<file path="config.mk">
export PLATFORM = sky130hd
export DESIGN_NAME = t07_qspi_rx_engine
export DESIGN_NICKNAME = d
export VERILOG_FILES = /design/src/rtl/t07_qspi_rx_engine_pkg.sv /design/src/rtl/t07_qspi_rx_engine_fifo.sv /design/src/rtl/t07_qspi_rx_engine.sv
export SDC_FILE = /design/constraint.sdc
export NUM_CORES = 1
export LEC_CHECK = 0
export CORE_AREA = 10 10 157 101
export DETAILED_ROUTE_END_ITERATION = 7
export DIE_AREA = 0 0 167 111
export PLACE_DENSITY = 0.78
export SETUP_SLACK_MARGIN = 0.05
export SKIP_LAST_GASP = 1
export SYNTH_ARGS = -nofsm -noshare
export SYNTH_HDL_FRONTEND = slang
export SYNTH_SLANG_ARGS = --single-unit
</file>
<file path="constraint.sdc">
create_clock -name sclk_i -period 3.3 [get_ports sclk_i]
set_clock_uncertainty 0.2 [all_clocks]
set_input_delay 0.33 -clock sclk_i [delete_from_list [all_inputs] [get_ports sclk_i]]
set_output_delay 0.33 -clock sclk_i [all_outputs]
set_load 0.01 [all_outputs]
</file>
<file path="src/rtl/t07_qspi_rx_engine_pkg.sv">
// Shared types and helpers for the quad-SPI read engine: FSM state encoding,
// lane-count legality and the beats-per-word calculation.
package t07_qspi_pkg;

  typedef enum logic [1:0] {
    IDLE  = 2'd0,
    DUMMY = 2'd1,
    SHIFT = 2'd2,
    DONE  = 2'd3
  } qspi_state_t;

  localparam int LANES_SINGLE = 1;
  localparam int LANES_DUAL   = 2;
  localparam int LANES_QUAD   = 4;

  function automatic bit lanes_legal(input int lanes);
    return (lanes == LANES_SINGLE) || (lanes == LANES_DUAL) || (lanes == LANES_QUAD);
  endfunction

  // Number of sclk beats needed to assemble one word.
  function automatic int beats(input int word_w, input int lanes);
    return word_w / lanes;
  endfunction

endpackage

</file>
<file path="src/rtl/t07_qspi_rx_engine_fifo.sv">
// First-word-fall-through FIFO buffering received words until MMIO pops them.
// The head reads as zero while empty so data_o has a defined idle value.
module t07_qspi_fifo #(
  parameter int WIDTH = 32,
  parameter int DEPTH = 4
) (
  input  logic             sclk_i,
  input  logic             nrst,
  input  logic             push_i,
  input  logic             pop_i,
  input  logic [WIDTH-1:0] din_i,
  output logic [WIDTH-1:0] dout_o,
  output logic             full_o,
  output logic             empty_o
);

  localparam int AW = $clog2(DEPTH);

  logic [WIDTH-1:0] mem [DEPTH];
  logic [AW-1:0]    wr_ptr_q, wr_ptr_d;
  logic [AW-1:0]    rd_ptr_q, rd_ptr_d;
  logic [AW:0]      count_q, count_d;
  logic             do_push, do_pop;

  assign full_o  = (count_q == (AW+1)'(DEPTH));
  assign empty_o = (count_q == '0);
  assign do_push = push_i && !full_o;
  assign do_pop  = pop_i && !empty_o;

  always_comb begin
    wr_ptr_d = wr_ptr_q;
    rd_ptr_d = rd_ptr_q;
    count_d  = count_q;
    if (do_push) wr_ptr_d = wr_ptr_q + AW'(1);
    if (do_pop)  rd_ptr_d = rd_ptr_q + AW'(1);
    case ({do_push, do_pop})
      2'b10:   count_d = count_q + (AW+1)'(1);
      2'b01:   count_d = count_q - (AW+1)'(1);
      default: count_d = count_q;
    endcase
  end

  always_ff @(posedge sclk_i or negedge nrst) begin
    if (!nrst) begin
      wr_ptr_q <= '0;
      rd_ptr_q <= '0;
      count_q  <= '0;
    end else begin
      wr_ptr_q <= wr_ptr_d;
      rd_ptr_q <= rd_ptr_d;
      count_q  <= count_d;
    end
  end

  // Storage carries no reset; the count alone decides what is valid.
  always_ff @(posedge sclk_i) begin
    if (do_push) mem[wr_ptr_q] <= din_i;
  end

  assign dout_o = empty_o ? '0 : mem[rd_ptr_q];

endmodule

</file>
<file path="src/rtl/t07_qspi_rx_engine.sv">
// Quad-SPI burst read engine: chip-select, dummy cycles, LANES-wide shifting
// into words, and a clock gate that holds the slave whenever the FIFO is full.
module t07_qspi_rx_engine
  import t07_qspi_pkg::*;
#(
  parameter int WORD_W     = 32,
  parameter int LANES      = 4,
  parameter int FIFO_DEPTH = 4,
  parameter int MAX_BURST  = 16
) (
  input  logic                           sclk_i,
  input  logic                           nrst,
  input  logic                           start_i,
  input  logic [$clog2(MAX_BURST+1)-1:0] burst_len_i,
  input  logic [3:0]                     dummy_i,
  input  logic [LANES-1:0]               esp_data_i,
  input  logic                           pop_i,
  output logic                           cs_n_o,
  output logic                           sclk_en_o,
  output logic [WORD_W-1:0]              data_o,
  output logic                           valid_o,
  output logic                           busy_o,
  output logic                           done_o
);

  localparam int BEATS_N = beats(WORD_W, LANES);
  localparam int BEAT_W  = (BEATS_N > 1) ? $clog2(BEATS_N) : 1;
  localparam int LEN_W   = $clog2(MAX_BURST + 1);
  localparam logic [LEN_W-1:0]  MAX_LEN   = LEN_W'(MAX_BURST);
  localparam logic [BEAT_W-1:0] LAST_BEAT = BEAT_W'(BEATS_N - 1);

  generate
    if (WORD_W % LANES != 0) begin : g_chk_word_w
      $error("WORD_W must be a multiple of LANES");
    end
    if (!lanes_legal(LANES)) begin : g_chk_lanes
      $error("LANES must be 1, 2 or 4");
    end
    if ((FIFO_DEPTH < 2) || ((FIFO_DEPTH & (FIFO_DEPTH - 1)) != 0)) begin : g_chk_depth
      $error("FIFO_DEPTH must be a power of two of at least 2");
    end
  endgenerate

  qspi_state_t              state_q, state_d;
  logic [3:0]               dummy_q, dummy_d;
  logic [BEAT_W-1:0]        beat_q, beat_d;
  logic [LEN_W-1:0]         words_q, words_d;
  logic [WORD_W-LANES-1:0]  sr_q, sr_d;
  logic                     cs_n_q, cs_n_d;
  logic                     busy_q, busy_d;
  logic                     done_q, done_d;

  logic                     fifo_full, fifo_empty;
  logic                     stall, capture, last_beat, push;
  logic [WORD_W-1:0]        shift_word;

  // The full check only happens at a word boundary; once a word has started
  // nothing else pushes, so the FIFO cannot become full before it completes.
  assign stall      = (state_q == SHIFT) && (beat_q == '0) && fifo_full;
  assign capture    = (state_q == SHIFT) && !stall;
  assign last_beat  = (beat_q == LAST_BEAT);
  assign push       = capture && last_beat;
  assign shift_word = {sr_q, esp_data_i};

  always_comb begin
    state_d = state_q;
    dummy_d = dummy_q;
    beat_d  = beat_q;
    words_d = words_q;
    sr_d    = sr_q;
    case (state_q)
      IDLE: begin
        if (start_i) begin
          if (burst_len_i == '0) begin
            state_d = DONE;
          end else begin
            // Oversized requests are clamped to the largest supported burst.
            words_d = (burst_len_i > MAX_LEN) ? MAX_LEN : burst_len_i;
            dummy_d = dummy_i;
            beat_d  = '0;
            state_d = (dummy_i == 4'd0) ? SHIFT : DUMMY;
          end
        end
      end
      DUMMY: begin
        dummy_d = dummy_q - 4'd1;
        if (dummy_q <= 4'd1) state_d = SHIFT;
      end
      SHIFT: begin
        if (capture) begin
          sr_d = shift_word[WORD_W-LANES-1:0];
          if (last_beat) begin
            beat_d  = '0;
            words_d = words_q - LEN_W'(1);
            if (words_q <= LEN_W'(1)) state_d = DONE;
          end else begin
            beat_d = beat_q + BEAT_W'(1);
          end
        end
      end
      DONE: begin
        state_d = IDLE;
      end
      default: begin
        state_d = IDLE;
      end
    endcase
    cs_n_d = !((state_d == DUMMY) || (state_d == SHIFT));
    busy_d = (state_d != IDLE);
    done_d = (state_d == DONE);
  end

  always_ff @(posedge sclk_i or negedge nrst) begin
    if (!nrst) begin
      state_q <= IDLE;
      dummy_q <= '0;
      beat_q  <= '0;
      words_q <= '0;
      sr_q    <= '0;
      cs_n_q  <= 1'b1;
      busy_q  <= 1'b0;
      done_q  <= 1'b0;
    end else begin
      state_q <= state_d;
      dummy_q <= dummy_d;
      beat_q  <= beat_d;
      words_q <= words_d;
      sr_q    <= sr_d;
      cs_n_q  <= cs_n_d;
      busy_q  <= busy_d;
      done_q  <= done_d;
    end
  end

  t07_qspi_fifo #(
    .WIDTH (WORD_W),
    .DEPTH (FIFO_DEPTH)
  ) u_fifo (
    .sclk_i  (sclk_i),
    .nrst    (nrst),
    .push_i  (push),
    .pop_i   (pop_i),
    .din_i   (shift_word),
    .dout_o  (data_o),
    .full_o  (fifo_full),
    .empty_o (fifo_empty)
  );

  assign cs_n_o    = cs_n_q;
  assign busy_o    = busy_q;
  assign done_o    = done_q;
  assign valid_o   = !fifo_empty;
  assign sclk_en_o = (state_q == DUMMY) || capture;

endmodule

</file>
==> impl_metrics.env <==
export IMPL_run_status="completed"
export IMPL_synth_most_common_cell="edfxtp_1"
export IMPL_wl_per_cell_um=21.5
export IMPL_synth_edf_count=128
export IMPL_synth_top_area_share_pct=51.8
export IMPL_cts_tree="done"
export IMPL_path_cells="buf_4 -> mux4_2 -> and2_1 -> clkdlybuf4s50_1"
export IMPL_ff2ff_path_depth=9
export IMPL_dr_pass1_iters=5
export IMPL_peakVddDrop_mv=0.418
export IMPL_synthArstFlopShare_pct=28.9
export IMPL_fmax_mhz=345
export IMPL_maxCapViolCount=0
export IMPL_final_max_slew_violation_count=0
export IMPL_cts_buffers=17
export IMPL_leakage_nw=3.28
export IMPL_grt_max_degree=33
export IMPL_avgViaCountPerCell=5.78
export IMPL_cp_max_fo=19
export IMPL_ys_seq_elements=180
export IMPL_track_usage_pct=16.1
export IMPL_powerDensity_mw_per_mm2=811
export IMPL_ys_warn_count=0
export IMPL_grt_first_pass_wirelength_mm=23.1
export IMPL_yosysUniqueCellTypes=52
export IMPL_core_sq_mm=0.0132
export IMPL_cts_resized=0
export IMPL_finalHoldViolCount=0
export IMPL_hold_buffers=1
export IMPL_antenna_found_initial=0
export IMPL_drc=0
export IMPL_top_layer_used="met4"
export IMPL_fillers=869
export IMPL_drive_gt1_share_pct=23.6
export IMPL_ios=54
export IMPL_cp_top_family="buffers and inverters"
export IMPL_grt_pass1_vias=4048
export IMPL_clockBufferDepth=2
export IMPL_wl_met3_um=916
export IMPL_dp_slack_ns=0.721
export IMPL_hp_class="in2async"
export IMPL_wirelength_met1_mm=6.66
export IMPL_synthTopCellsByCount="edfxtp_1 (128), dfrtp_1 (51), and2_1 (37)"
export IMPL_cpMaxStageDelayCell="mux4_2"
export IMPL_routed_via_count=3932
export IMPL_place_congestion=0.811
export IMPL_multiInputGateArea_sq_mm=0.00212
export IMPL_start_util_pct=56.3
export IMPL_grt_overflow=0
export IMPL_rsz0062_at_grt="false"
export IMPL_dp_hpwl_mm=9.16
export IMPL_finalPower_mw=7.15
export IMPL_cp_arrival_ns=2.37
export IMPL_area_delta_synth_final_pct=18.9
export IMPL_syn_area_sq_mm=0.00742
export IMPL_rrSetupSlack_ns=0.70
export IMPL_post_cts_buffers=0
export IMPL_core_rowCount=33
export IMPL_avgSynthCellArea_sq_um=17.5
export IMPL_tns_ns=0
export IMPL_cts_sinks=180
export IMPL_drtIter0Drc=347
export IMPL_synthTopCellsByArea="edfxtp_1 (52%), dfrtp_1 (17%), mux4_2 (9.7%)"
export IMPL_clkSlewWorstSetupHoldPaths_ns=0.06
export IMPL_post_route_period_util_pct=87.9
export IMPL_die_area_sq_mm=0.0185
export IMPL_area_sequential_sq_mm=0.00515
export IMPL_clk_latency_ns=0.42
export IMPL_yosysTopAreaCell="edfxtp_1"
export IMPL_h_tree_depth=4
export IMPL_wl_met2_mm=6.92
export IMPL_crit_type="reg2out"
export IMPL_diodes=0
export IMPL_worstSetupEndpointType="primary output"
export IMPL_drtAntennaViolNets=0
export IMPL_die_height_um=111
export IMPL_fin_ws_ns=0.401
export IMPL_startpoint_type="flop"
export IMPL_ys_seq_area_share_pct=69.4
export IMPL_cts_root_buf="clkbuf_16"
export IMPL_relSlewSlack_pct=51.7
export IMPL_fp_dieW_um=167
export IMPL_period_minus_slack_ns=2.90
export IMPL_r2r_end="u_fifo.count_q[1]"
export IMPL_portBuffers=53
export IMPL_slowest_delay_ns=0.58
export IMPL_tightestPinTransition_ns=0.724
export IMPL_synth_flop_cell="edfxtp_1"
export IMPL_setup_viol=0
export IMPL_netlist_instances=423
export IMPL_crit_required_ns=2.77
export IMPL_synth_nets=454
export IMPL_wirelength_mm=14.6
export IMPL_r2r_start="beat_q[0]"
export IMPL_crit_buf_inv=2
export IMPL_nets=523
==> where the power goes <==
part	leakage (nW)	switching [mW]	internal (mW)
Clock	0.294	0.852	1.27
Combinational	1.12	0.976	1.25
Sequential	1.87	0.190	2.61
Total	3.28	2.02	5.14
==> cell families after synthesis <==
family	share of synthesized area (%)
flip-flops	69.4
XOR/XNOR	0.709
buffers and inverters	2.06
AO/OA/AOI/OAI	4.32
multiplexers	14.7
AND/OR/NAND/NOR	6.34
adder cells (fa/ha/maj)	2.46
==> state kept, by name, indices dropped and copies added (netlist names) <==
name and count:
dummy_q 4, state_q 2, cs_n_o 1, done_o 1
u_fifo.mem 128, u_fifo.count_q 3, beat_q 3, u_fifo.wr_ptr_q 2
sr_q 28, u_fifo.rd_ptr_q 2, busy_o 1, words_q 5
==> cell type report <==
cell class / instances / share of cell area, %
sequential: 180 / 58.4
multi-input combinational: 207 / 24.1
timing repair buffer: 66 / 7.10
clock buffer: 17 / 4.83
tap: 175 / 2.48
clock inverter: 15 / 2.30
inverter: 20 / 0.852
==> layout by cell type (no fill, tap or decap), drive strengths merged, types with 8 or more instances in the layout <==
cell and instances:
mux4 32, edfxtp 128, clkdlybuf4s50 52, o21ai 9
mux2 31, inv 23, dfrtp 51, ha 13
nand2 8, buf 13, a21oi 9, nor2 9
clkbuf 17, and2 37
==> metal layers <==
layer  global-route usage [%]  vias to the layer above
met5                        0                        -
li1                         -                     1767
met2                     24.2                      134
met4                     4.20                        0
met3                     5.17                       10
met1                     22.0                     2021
==> worst reg2reg max path, stage by stage, from the launching register on <==
cell and delay, ns:
dfrtp_1 0.40, ha_1 0.18, ha_1 0.22, nand3b_1 0.15
nor2_1 0.43, inv_1 0.10, ha_1 0.22, inv_1 0.07
fa_1 0.40, o21ai_0 0.16
==> worst max path at each step <==
stage,startpoint,depth (start not counted),endpoint,slack [ns]
after CTS,u_fifo.rd_ptr_q[0],4,data_o[23],0.36
after detailed placement,beat_q[0],11,u_fifo.count_q[2],0.72
after floorplan,beat_q[0],5,u_fifo.mem[0][0],0.73
after global placement,dummy_i[1],7,cs_n_o,0.81
after global routing,u_fifo.rd_ptr_q[0],4,data_o[23],0.28
final,u_fifo.rd_ptr_q[0],4,data_o[23],0.40
==> per-stage QoR <==
stage / hold slack, ns / cell area [sq um] / util [%] / cells
final: 0.288 / 8820 / 66.9 / 680
after global routing: 0.327 / 8820 / 66.9 / 680
after CTS: 0.308 / 8820 / 66.9 / 680
after detailed placement: 0.206 / 8180 / 62.1 / 647
after global placement: 0.198 / 8180 / 62.1 / 647
after floorplan: -0.166 / 7420 / - / 423
Power figures use the tool's default switching activity.
